==> src/rtl/hazard_ctrl_pkg.sv <==
// Shared types and constants for the pipeline hazard/stall controller.
package hazard_ctrl_pkg;

  localparam int unsigned REG_W = 5;
  localparam int unsigned DLY_W = 2;

  localparam logic [1:0] TUSE_NONE = 2'd3;
  localparam logic [1:0] TNEW_PC8  = 2'd0;
  localparam logic [1:0] TNEW_ALU  = 2'd1;
  localparam logic [1:0] TNEW_LOAD = 2'd2;

  localparam int unsigned MULT_CYCLES_DEF = 5;
  localparam int unsigned DIV_CYCLES_DEF  = 10;
  localparam int unsigned CNT_W_DEF       = 4;

  typedef struct packed {
    logic [REG_W-1:0] ad;
    logic             we;
    logic [DLY_W-1:0] delay;
  } stage_t;

  // Remaining latency counts down one per stage and sticks at zero.
  function automatic logic [DLY_W-1:0] sat_dec(input logic [DLY_W-1:0] x);
    return (x == '0) ? '0 : x - DLY_W'(1);
  endfunction

  // A source stalls when an E or M producer of it is not ready by its use time.
  function automatic logic src_hazard(input logic [REG_W-1:0] src,
                                      input logic [DLY_W-1:0] tuse,
                                      input stage_t e, input stage_t m);
    return (tuse != TUSE_NONE) && (src != '0) &&
           ((e.we && (e.ad == src) && (e.delay > tuse)) ||
            (m.we && (m.ad == src) && (m.delay > tuse)));
  endfunction

endpackage

==> src/rtl/hazard_ctrl_if.sv <==
// Decode-stage request and scoreboard/stall response bundle of the hazard controller.
interface hazard_ctrl_if;
  import hazard_ctrl_pkg::*;

  logic [REG_W-1:0] D_rs;
  logic [REG_W-1:0] D_rt;
  logic [DLY_W-1:0] D_tuse_rs;
  logic [DLY_W-1:0] D_tuse_rt;
  logic [REG_W-1:0] D_wad;
  logic             D_we;
  logic [DLY_W-1:0] D_tnew;
  logic             D_md_start;
  logic             D_md_div;
  logic             D_md_use;

  logic             stall;
  logic [REG_W-1:0] E_Ad2;
  logic [REG_W-1:0] M_Ad2;
  logic [REG_W-1:0] W_Ad2;
  logic             E_we;
  logic             M_we;
  logic             W_we;
  logic [DLY_W-1:0] E_delay;
  logic [DLY_W-1:0] M_delay;
  logic             md_busy;

  modport master (
    output D_rs, D_rt, D_tuse_rs, D_tuse_rt, D_wad, D_we, D_tnew,
           D_md_start, D_md_div, D_md_use,
    input  stall, E_Ad2, M_Ad2, W_Ad2, E_we, M_we, W_we, E_delay, M_delay, md_busy
  );

  modport slave (
    input  D_rs, D_rt, D_tuse_rs, D_tuse_rt, D_wad, D_we, D_tnew,
           D_md_start, D_md_div, D_md_use,
    output stall, E_Ad2, M_Ad2, W_Ad2, E_we, M_we, W_we, E_delay, M_delay, md_busy
  );

endinterface

==> src/rtl/hazard_ctrl_md_busy_cnt.sv <==
// HI/LO unit occupancy: loads the op latency when a mult/div sits in E, then counts down.
module md_busy_cnt
  import hazard_ctrl_pkg::*;
#(
  parameter int unsigned MULT_CYCLES = MULT_CYCLES_DEF,
  parameter int unsigned DIV_CYCLES  = DIV_CYCLES_DEF,
  parameter int unsigned CNT_W       = CNT_W_DEF
) (
  input  logic clk,
  input  logic rst_n,
  input  logic start,
  input  logic div,
  output logic busy_c
);

  logic [CNT_W-1:0] cnt_q;

  always_ff @(posedge clk or negedge rst_n) begin
    if (!rst_n) begin
      cnt_q <= '0;
    end else if (start) begin
      cnt_q <= div ? CNT_W'(DIV_CYCLES) : CNT_W'(MULT_CYCLES);
    end else if (cnt_q != '0) begin
      cnt_q <= cnt_q - CNT_W'(1);
    end
  end

  // The issuing cycle itself already counts as busy.
  assign busy_c = start | (cnt_q != '0);

endmodule

==> src/rtl/hazard_ctrl.sv <==
// Hazard/stall controller: E/M/W destination scoreboard, source hazard check, HI/LO busy tracking.
module hazard_ctrl
  import hazard_ctrl_pkg::*;
#(
  parameter int unsigned MULT_CYCLES = MULT_CYCLES_DEF,
  parameter int unsigned DIV_CYCLES  = DIV_CYCLES_DEF,
  parameter int unsigned CNT_W       = CNT_W_DEF
) (
  input logic         clk,
  input logic         rst_n,
  hazard_ctrl_if.slave hz
);

  stage_t           e_q;
  stage_t           m_q;
  logic [REG_W-1:0] w_ad_q;
  logic             w_we_q;
  logic             e_md_q;
  logic             e_div_q;

  logic             md_busy_c;
  logic             h_rs_c;
  logic             h_rt_c;
  logic             h_md_c;
  logic             stall_c;

  always_comb begin
    h_rs_c  = src_hazard(hz.D_rs, hz.D_tuse_rs, e_q, m_q);
    h_rt_c  = src_hazard(hz.D_rt, hz.D_tuse_rt, e_q, m_q);
    h_md_c  = (hz.D_md_use | hz.D_md_start) & md_busy_c;
    stall_c = h_rs_c | h_rt_c | h_md_c;
  end

  // Stalled cycles push a bubble into E; M and W always advance.
  always_ff @(posedge clk or negedge rst_n) begin
    if (!rst_n) begin
      e_q     <= '0;
      m_q     <= '0;
      w_ad_q  <= '0;
      w_we_q  <= 1'b0;
      e_md_q  <= 1'b0;
      e_div_q <= 1'b0;
    end else begin
      if (stall_c) begin
        e_q     <= '0;
        e_md_q  <= 1'b0;
        e_div_q <= 1'b0;
      end else begin
        e_q     <= '{ad: hz.D_wad, we: hz.D_we && (hz.D_wad != '0), delay: hz.D_tnew};
        e_md_q  <= hz.D_md_start;
        e_div_q <= hz.D_md_start & hz.D_md_div;
      end
      m_q    <= '{ad: e_q.ad, we: e_q.we, delay: sat_dec(e_q.delay)};
      w_ad_q <= m_q.ad;
      w_we_q <= m_q.we;
    end
  end

  md_busy_cnt #(
    .MULT_CYCLES (MULT_CYCLES),
    .DIV_CYCLES  (DIV_CYCLES),
    .CNT_W       (CNT_W)
  ) u_md_busy_cnt (
    .clk    (clk),
    .rst_n  (rst_n),
    .start  (e_md_q),
    .div    (e_div_q),
    .busy_c (md_busy_c)
  );

  assign hz.stall   = stall_c;
  assign hz.E_Ad2   = e_q.ad;
  assign hz.E_we    = e_q.we;
  assign hz.E_delay = e_q.delay;
  assign hz.M_Ad2   = m_q.ad;
  assign hz.M_we    = m_q.we;
  assign hz.M_delay = m_q.delay;
  assign hz.W_Ad2   = w_ad_q;
  assign hz.W_we    = w_we_q;
  assign hz.md_busy = md_busy_c;

endmodule

==> src/flat_wrapper.sv <==
// flat-port wrapper written by rule: the top's interface ports become plain ports
module hazard_ctrl_flat import hazard_ctrl_pkg::*;
#(
  parameter int unsigned MULT_CYCLES = MULT_CYCLES_DEF,
  parameter int unsigned DIV_CYCLES  = DIV_CYCLES_DEF,
  parameter int unsigned CNT_W       = CNT_W_DEF
)
  (clk, rst_n, hz_D_rs, hz_D_rt, hz_D_tuse_rs, hz_D_tuse_rt, hz_D_wad, hz_D_we, hz_D_tnew, hz_D_md_start, hz_D_md_div, hz_D_md_use, hz_stall, hz_E_Ad2, hz_M_Ad2, hz_W_Ad2, hz_E_we, hz_M_we, hz_W_we, hz_E_delay, hz_M_delay, hz_md_busy);
  hazard_ctrl_if hz_i ();
  input logic clk;
  input logic rst_n;
  input wire logic [$bits(hz_i.D_rs)-1:0] hz_D_rs;
  input wire logic [$bits(hz_i.D_rt)-1:0] hz_D_rt;
  input wire logic [$bits(hz_i.D_tuse_rs)-1:0] hz_D_tuse_rs;
  input wire logic [$bits(hz_i.D_tuse_rt)-1:0] hz_D_tuse_rt;
  input wire logic [$bits(hz_i.D_wad)-1:0] hz_D_wad;
  input wire logic [$bits(hz_i.D_we)-1:0] hz_D_we;
  input wire logic [$bits(hz_i.D_tnew)-1:0] hz_D_tnew;
  input wire logic [$bits(hz_i.D_md_start)-1:0] hz_D_md_start;
  input wire logic [$bits(hz_i.D_md_div)-1:0] hz_D_md_div;
  input wire logic [$bits(hz_i.D_md_use)-1:0] hz_D_md_use;
  output wire logic [$bits(hz_i.stall)-1:0] hz_stall;
  output wire logic [$bits(hz_i.E_Ad2)-1:0] hz_E_Ad2;
  output wire logic [$bits(hz_i.M_Ad2)-1:0] hz_M_Ad2;
  output wire logic [$bits(hz_i.W_Ad2)-1:0] hz_W_Ad2;
  output wire logic [$bits(hz_i.E_we)-1:0] hz_E_we;
  output wire logic [$bits(hz_i.M_we)-1:0] hz_M_we;
  output wire logic [$bits(hz_i.W_we)-1:0] hz_W_we;
  output wire logic [$bits(hz_i.E_delay)-1:0] hz_E_delay;
  output wire logic [$bits(hz_i.M_delay)-1:0] hz_M_delay;
  output wire logic [$bits(hz_i.md_busy)-1:0] hz_md_busy;
  assign hz_i.D_rs = hz_D_rs;
  assign hz_i.D_rt = hz_D_rt;
  assign hz_i.D_tuse_rs = hz_D_tuse_rs;
  assign hz_i.D_tuse_rt = hz_D_tuse_rt;
  assign hz_i.D_wad = hz_D_wad;
  assign hz_i.D_we = hz_D_we;
  assign hz_i.D_tnew = hz_D_tnew;
  assign hz_i.D_md_start = hz_D_md_start;
  assign hz_i.D_md_div = hz_D_md_div;
  assign hz_i.D_md_use = hz_D_md_use;
  assign hz_stall = hz_i.stall;
  assign hz_E_Ad2 = hz_i.E_Ad2;
  assign hz_M_Ad2 = hz_i.M_Ad2;
  assign hz_W_Ad2 = hz_i.W_Ad2;
  assign hz_E_we = hz_i.E_we;
  assign hz_M_we = hz_i.M_we;
  assign hz_W_we = hz_i.W_we;
  assign hz_E_delay = hz_i.E_delay;
  assign hz_M_delay = hz_i.M_delay;
  assign hz_md_busy = hz_i.md_busy;
  hazard_ctrl #(.MULT_CYCLES(MULT_CYCLES), .DIV_CYCLES(DIV_CYCLES), .CNT_W(CNT_W)) u_core (.clk(clk), .rst_n(rst_n), .hz(hz_i));
endmodule
==> config.mk <==
export PLATFORM = sky130hd
export DESIGN_NAME = hazard_ctrl_flat
export DESIGN_NICKNAME = d
export VERILOG_FILES = /design/src/rtl/hazard_ctrl_pkg.sv /design/src/rtl/hazard_ctrl_if.sv /design/src/rtl/hazard_ctrl_md_busy_cnt.sv /design/src/rtl/hazard_ctrl.sv /design/src/flat_wrapper.sv
export SDC_FILE = /design/constraint.sdc
export NUM_CORES = 1
export LEC_CHECK = 0
export ABC_AREA = 1
export CAP_MARGIN = 0
export CELL_PAD_IN_SITES_DETAIL_PLACEMENT = 0
export CELL_PAD_IN_SITES_GLOBAL_PLACEMENT = 2
export CORE_MARGIN = 5
export CORE_UTILIZATION = 26
export DETAILED_ROUTE_END_ITERATION = 8
export PLACE_DENSITY_LB_ADDON = 0.2
export SYNTH_ARGS = -nofsm -noshare
export SYNTH_HDL_FRONTEND = slang
export SYNTH_SLANG_ARGS = --single-unit
==> constraint.sdc <==
create_clock -name clk -period 1.9 [get_ports clk]
set_clock_uncertainty 0.2 [all_clocks]
set_input_delay 0.19 -clock clk [delete_from_list [all_inputs] [get_ports clk]]
set_output_delay 0.19 -clock clk [all_outputs]
set_load 0.01 [all_outputs]
==> impl_results.md <==
- Outcome: finished, violations left
- Violated checks: setup timing
- IO Pins: just over 50
- Fmax: 466 MHz
- CP most frequent cell: nand2_1
- Tmin final: 2140 ps
- Most common cell after layout, fill and taps aside: clkdlybuf4s50_1
- Worst path cell trace: ha_4, inv_2, o21bai_1, nand2_1, nor2_1, nand2_1, nand2_1, nand2_2, nand3_4, buf_6
- P&R area growth vs syn: 64.7%
- Worst Tran Pin Value: around 380 ps
- Clock Power Share: 21.2%
- Sequential share of power: 34.9%
- Hpwl dp: 3380 µm
- FF-to-FF path depth: 13
- Synthesized instance count: about 200
- Port buffer count: 50
- Initial core utilization: around 27%
- Syn Area/Cell: 8.16 µm²
- # rows: 28
- Comb pwr share: 43.9%
- CP Capture Type: primary output
- Sequential share of the synthesized area: 44.0%
- Fin util: 44.3%
- Largest net degree at the start of global routing: 29
- DRT Wirelength: 4220 µm
- Clk_lat worst skew: 280 ps
- Tcrit/Tclk final: 113%
- Synthesis-stage register bit count: 28
- Peak supply drop: 0.000383 V
- ANT nets after route: 0
- Gp weighted congestion: 0.758
- Max-slew headroom: about three quarters
- Fin. Hold Viols: 0
- GR Util met1: 15.7%
- CTS buffer count: 3
- CP max-delay cell: dfrtp_2
- Yosys top cell by area: dfrtp_1
- NetSw: 751 µW
- Lkg Pwr: 0.00129 µW
- First-pass GRT wire length: 6880 µm
- Vias in the first global route: 1,405
- Placement Setup Slack: -726 ps
- Die Footprint: roughly 0.008 mm²
- Met2 usage: 19.2%
- Overall Global Routing Usage: 11.6%
- CTS Root Cell: clkbuf_8
- Layout net count: around 320
- Reg-to-reg startpoint: u_core.hz.M_delay[1]
- Layout cells sized above 1: 27.1%
- Area of the core: roughly 0.006 mm²
- Critical Path RT: 1510 ps
- Busiest grt layer: met2
- Share of the synthesized area in the top cell type: 44.0%
- Crit-path leading delay family: flip-flops
- CTS tree: built
- Max Slew Vio Count: 0
- Max FO, Critical Path: 3
- Die width: between 80 and 90 µm
- Syn nets: roughly 230
- Sink Count: 28
- Vias per cell: 3.93
- Clock-pin slew on the worst setup and hold paths: 110 ps
- Hold Path Class: in2async
- CP peak stage delay: 470 ps
- Starting DRT DRC Count: 25
- Post-DR wirelength/cell: roughly 12 µm
- Unrepaired setup endpoints after global routing: yes
- Setup WS post-layout: -244 ps
- CP startpoint kind: register
- CTS H-Tree Depth: 1
- Vert. Die Dim: 88.2 µm
- Routed vias: 1,384
- Clk buf depth: 2
- MaxCap Viol Count: 0
- Sw Ratio: 32.3%
- Hold Worst Slack: 73.6 ps
- 1st-pass router iterations: 4
- Netlist cell types: 24
- DRC Markers: 0
- Internal: 1570 µW
- Cell Area, Synth: around 0.0016 mm²
- Yosys warns: 0
- Power Density: 886 mW/mm²
- Setup CP Type: reg2out
- Met3 Track Usage GR: 2.42%
- WP data arrival: about 1800 ps
- Final setup vio count: 11
- Reg-to-reg endpoint: u_core.hz.E_delay[1]
- R2R setup slack: -140 ps
- Most frequent cells in the layout: clkdlybuf4s50_1 (47), nand2_1 (45), inv_1 (29), buf_4 (26), dfrtp_1 (26)
- Total grt overflow: 0
- Power Total: about 2300 µW
- N_diodes: 0
- Synth top area cells: dfrtp_1 (44%), nand2_1 (11%), inv_1 (8.5%)
- Number of buffers and inverters on the critical path: 2
- Initial antenna violation count: 0
logic make-up (layout without fill, tap and decap cells):
group | count (synthesis) | after routing | share of synthesized area [%]
buffers and inverters | 43 | 125 | 10.6
AND/OR/NAND/NOR | 88 | 88 | 24.1
AO/OA/AOI/OAI | 13 | 13 | 6.21
XOR/XNOR | 13 | 13 | 7.15
flip-flops | 28 | 28 | 44.0
adder cells (fa/ha/maj) | 10 | 10 | 7.86
synth_stat cells:
| master | number |
|---|---|
| a21boi_1 | 1 |
| a21oi_1 | 4 |
| buf_6 | 1 |
| dfrtp_1 | 28 |
| ha_1 | 10 |
| inv_1 | 36 |
| inv_2 | 6 |
| nand2_1 | 48 |
| nand3_1 | 4 |
| nand3_2 | 1 |
| nand4_1 | 1 |
| nand4_2 | 1 |
| nor2_1 | 22 |
| nor2_2 | 8 |
| nor2_4 | 1 |
| nor3_1 | 1 |
| o21ai_0 | 3 |
| o21ai_4 | 1 |
| o21bai_1 | 2 |
| o21bai_4 | 1 |
| o22ai_1 | 1 |
| or2_2 | 1 |
| xnor2_1 | 6 |
| xor2_1 | 7 |
layer usage:
metal	part of all wire, %	routed length, µm
met2	47	1970
met4	0.59	25
met5	0	0
met3	6.2	263
met1	46	1950
sequential cells by signal, summed over array words and instances (netlist names), 2 cells and up:
| register | flops |
|---|---|
| u_core.hz.W_Ad2 | 5 |
| u_core.hz.E_delay | 2 |
| u_core.hz.M_Ad2 | 5 |
| u_core.hz.M_delay | 2 |
| u_core.hz.E_Ad2 | 5 |
| u_core.u_md_busy_cnt.cnt_q | 4 |
through the flow:
step / area (µm²) / setup TNS, ps / instances
CTS: 2490 / -1540 / 350
global route: 2620 / -2800 / 352
floorplan: 1590 / 0 / 195
detailed placement: 2360 / -4410 / 344
finish: 2620 / -1550 / 352
global placement: 2360 / -4380 / 344
power groups by stage:
stage	combinational (µW)	sequential, µW	clock (µW)
finish	1020	810	493
detailed placement	876	817	0
global route	1140	828	522
floorplan	403	834	0
CTS	944	805	509
global placement	874	815	0
how the worst max path moves through the flow:
| stage | start | to | cells past startpoint |
|---|---|---|---|
| 4_1_cts | u_core.hz.M_delay[1] | hz_stall | 10 |
| 2_1_floorplan | u_core.hz.E_delay[0] | hz_stall | 10 |
| 5_1_grt | u_core.hz.M_delay[1] | hz_stall | 10 |
| 3_3_place_gp | hz_D_tuse_rt[1] | hz_stall | 12 |
| 6_report | u_core.hz.M_delay[1] | hz_stall | 10 |
| 3_5_place_dp | hz_D_tuse_rt[1] | hz_stall | 12 |
final cells by class:
cell class	instances	area, µm²
multi-input combinational	124	838
tap	75	93.8
clock inverter	1	30.0
timing repair buffer	79	757
inverter	42	158
clock buffer	3	41.3
fill	607	3300
sequential	28	703
what timing repair did:
action	CTS	global route
hold buffers	0	0
setup buffers	1	3
resized for setup	12	23
pin swaps	9	7
gates cloned	1	0
endpoints found under the hold margin	0	0
setup endpoints to repair	12	12
Note: power is estimated with default switching activity, not from simulation.
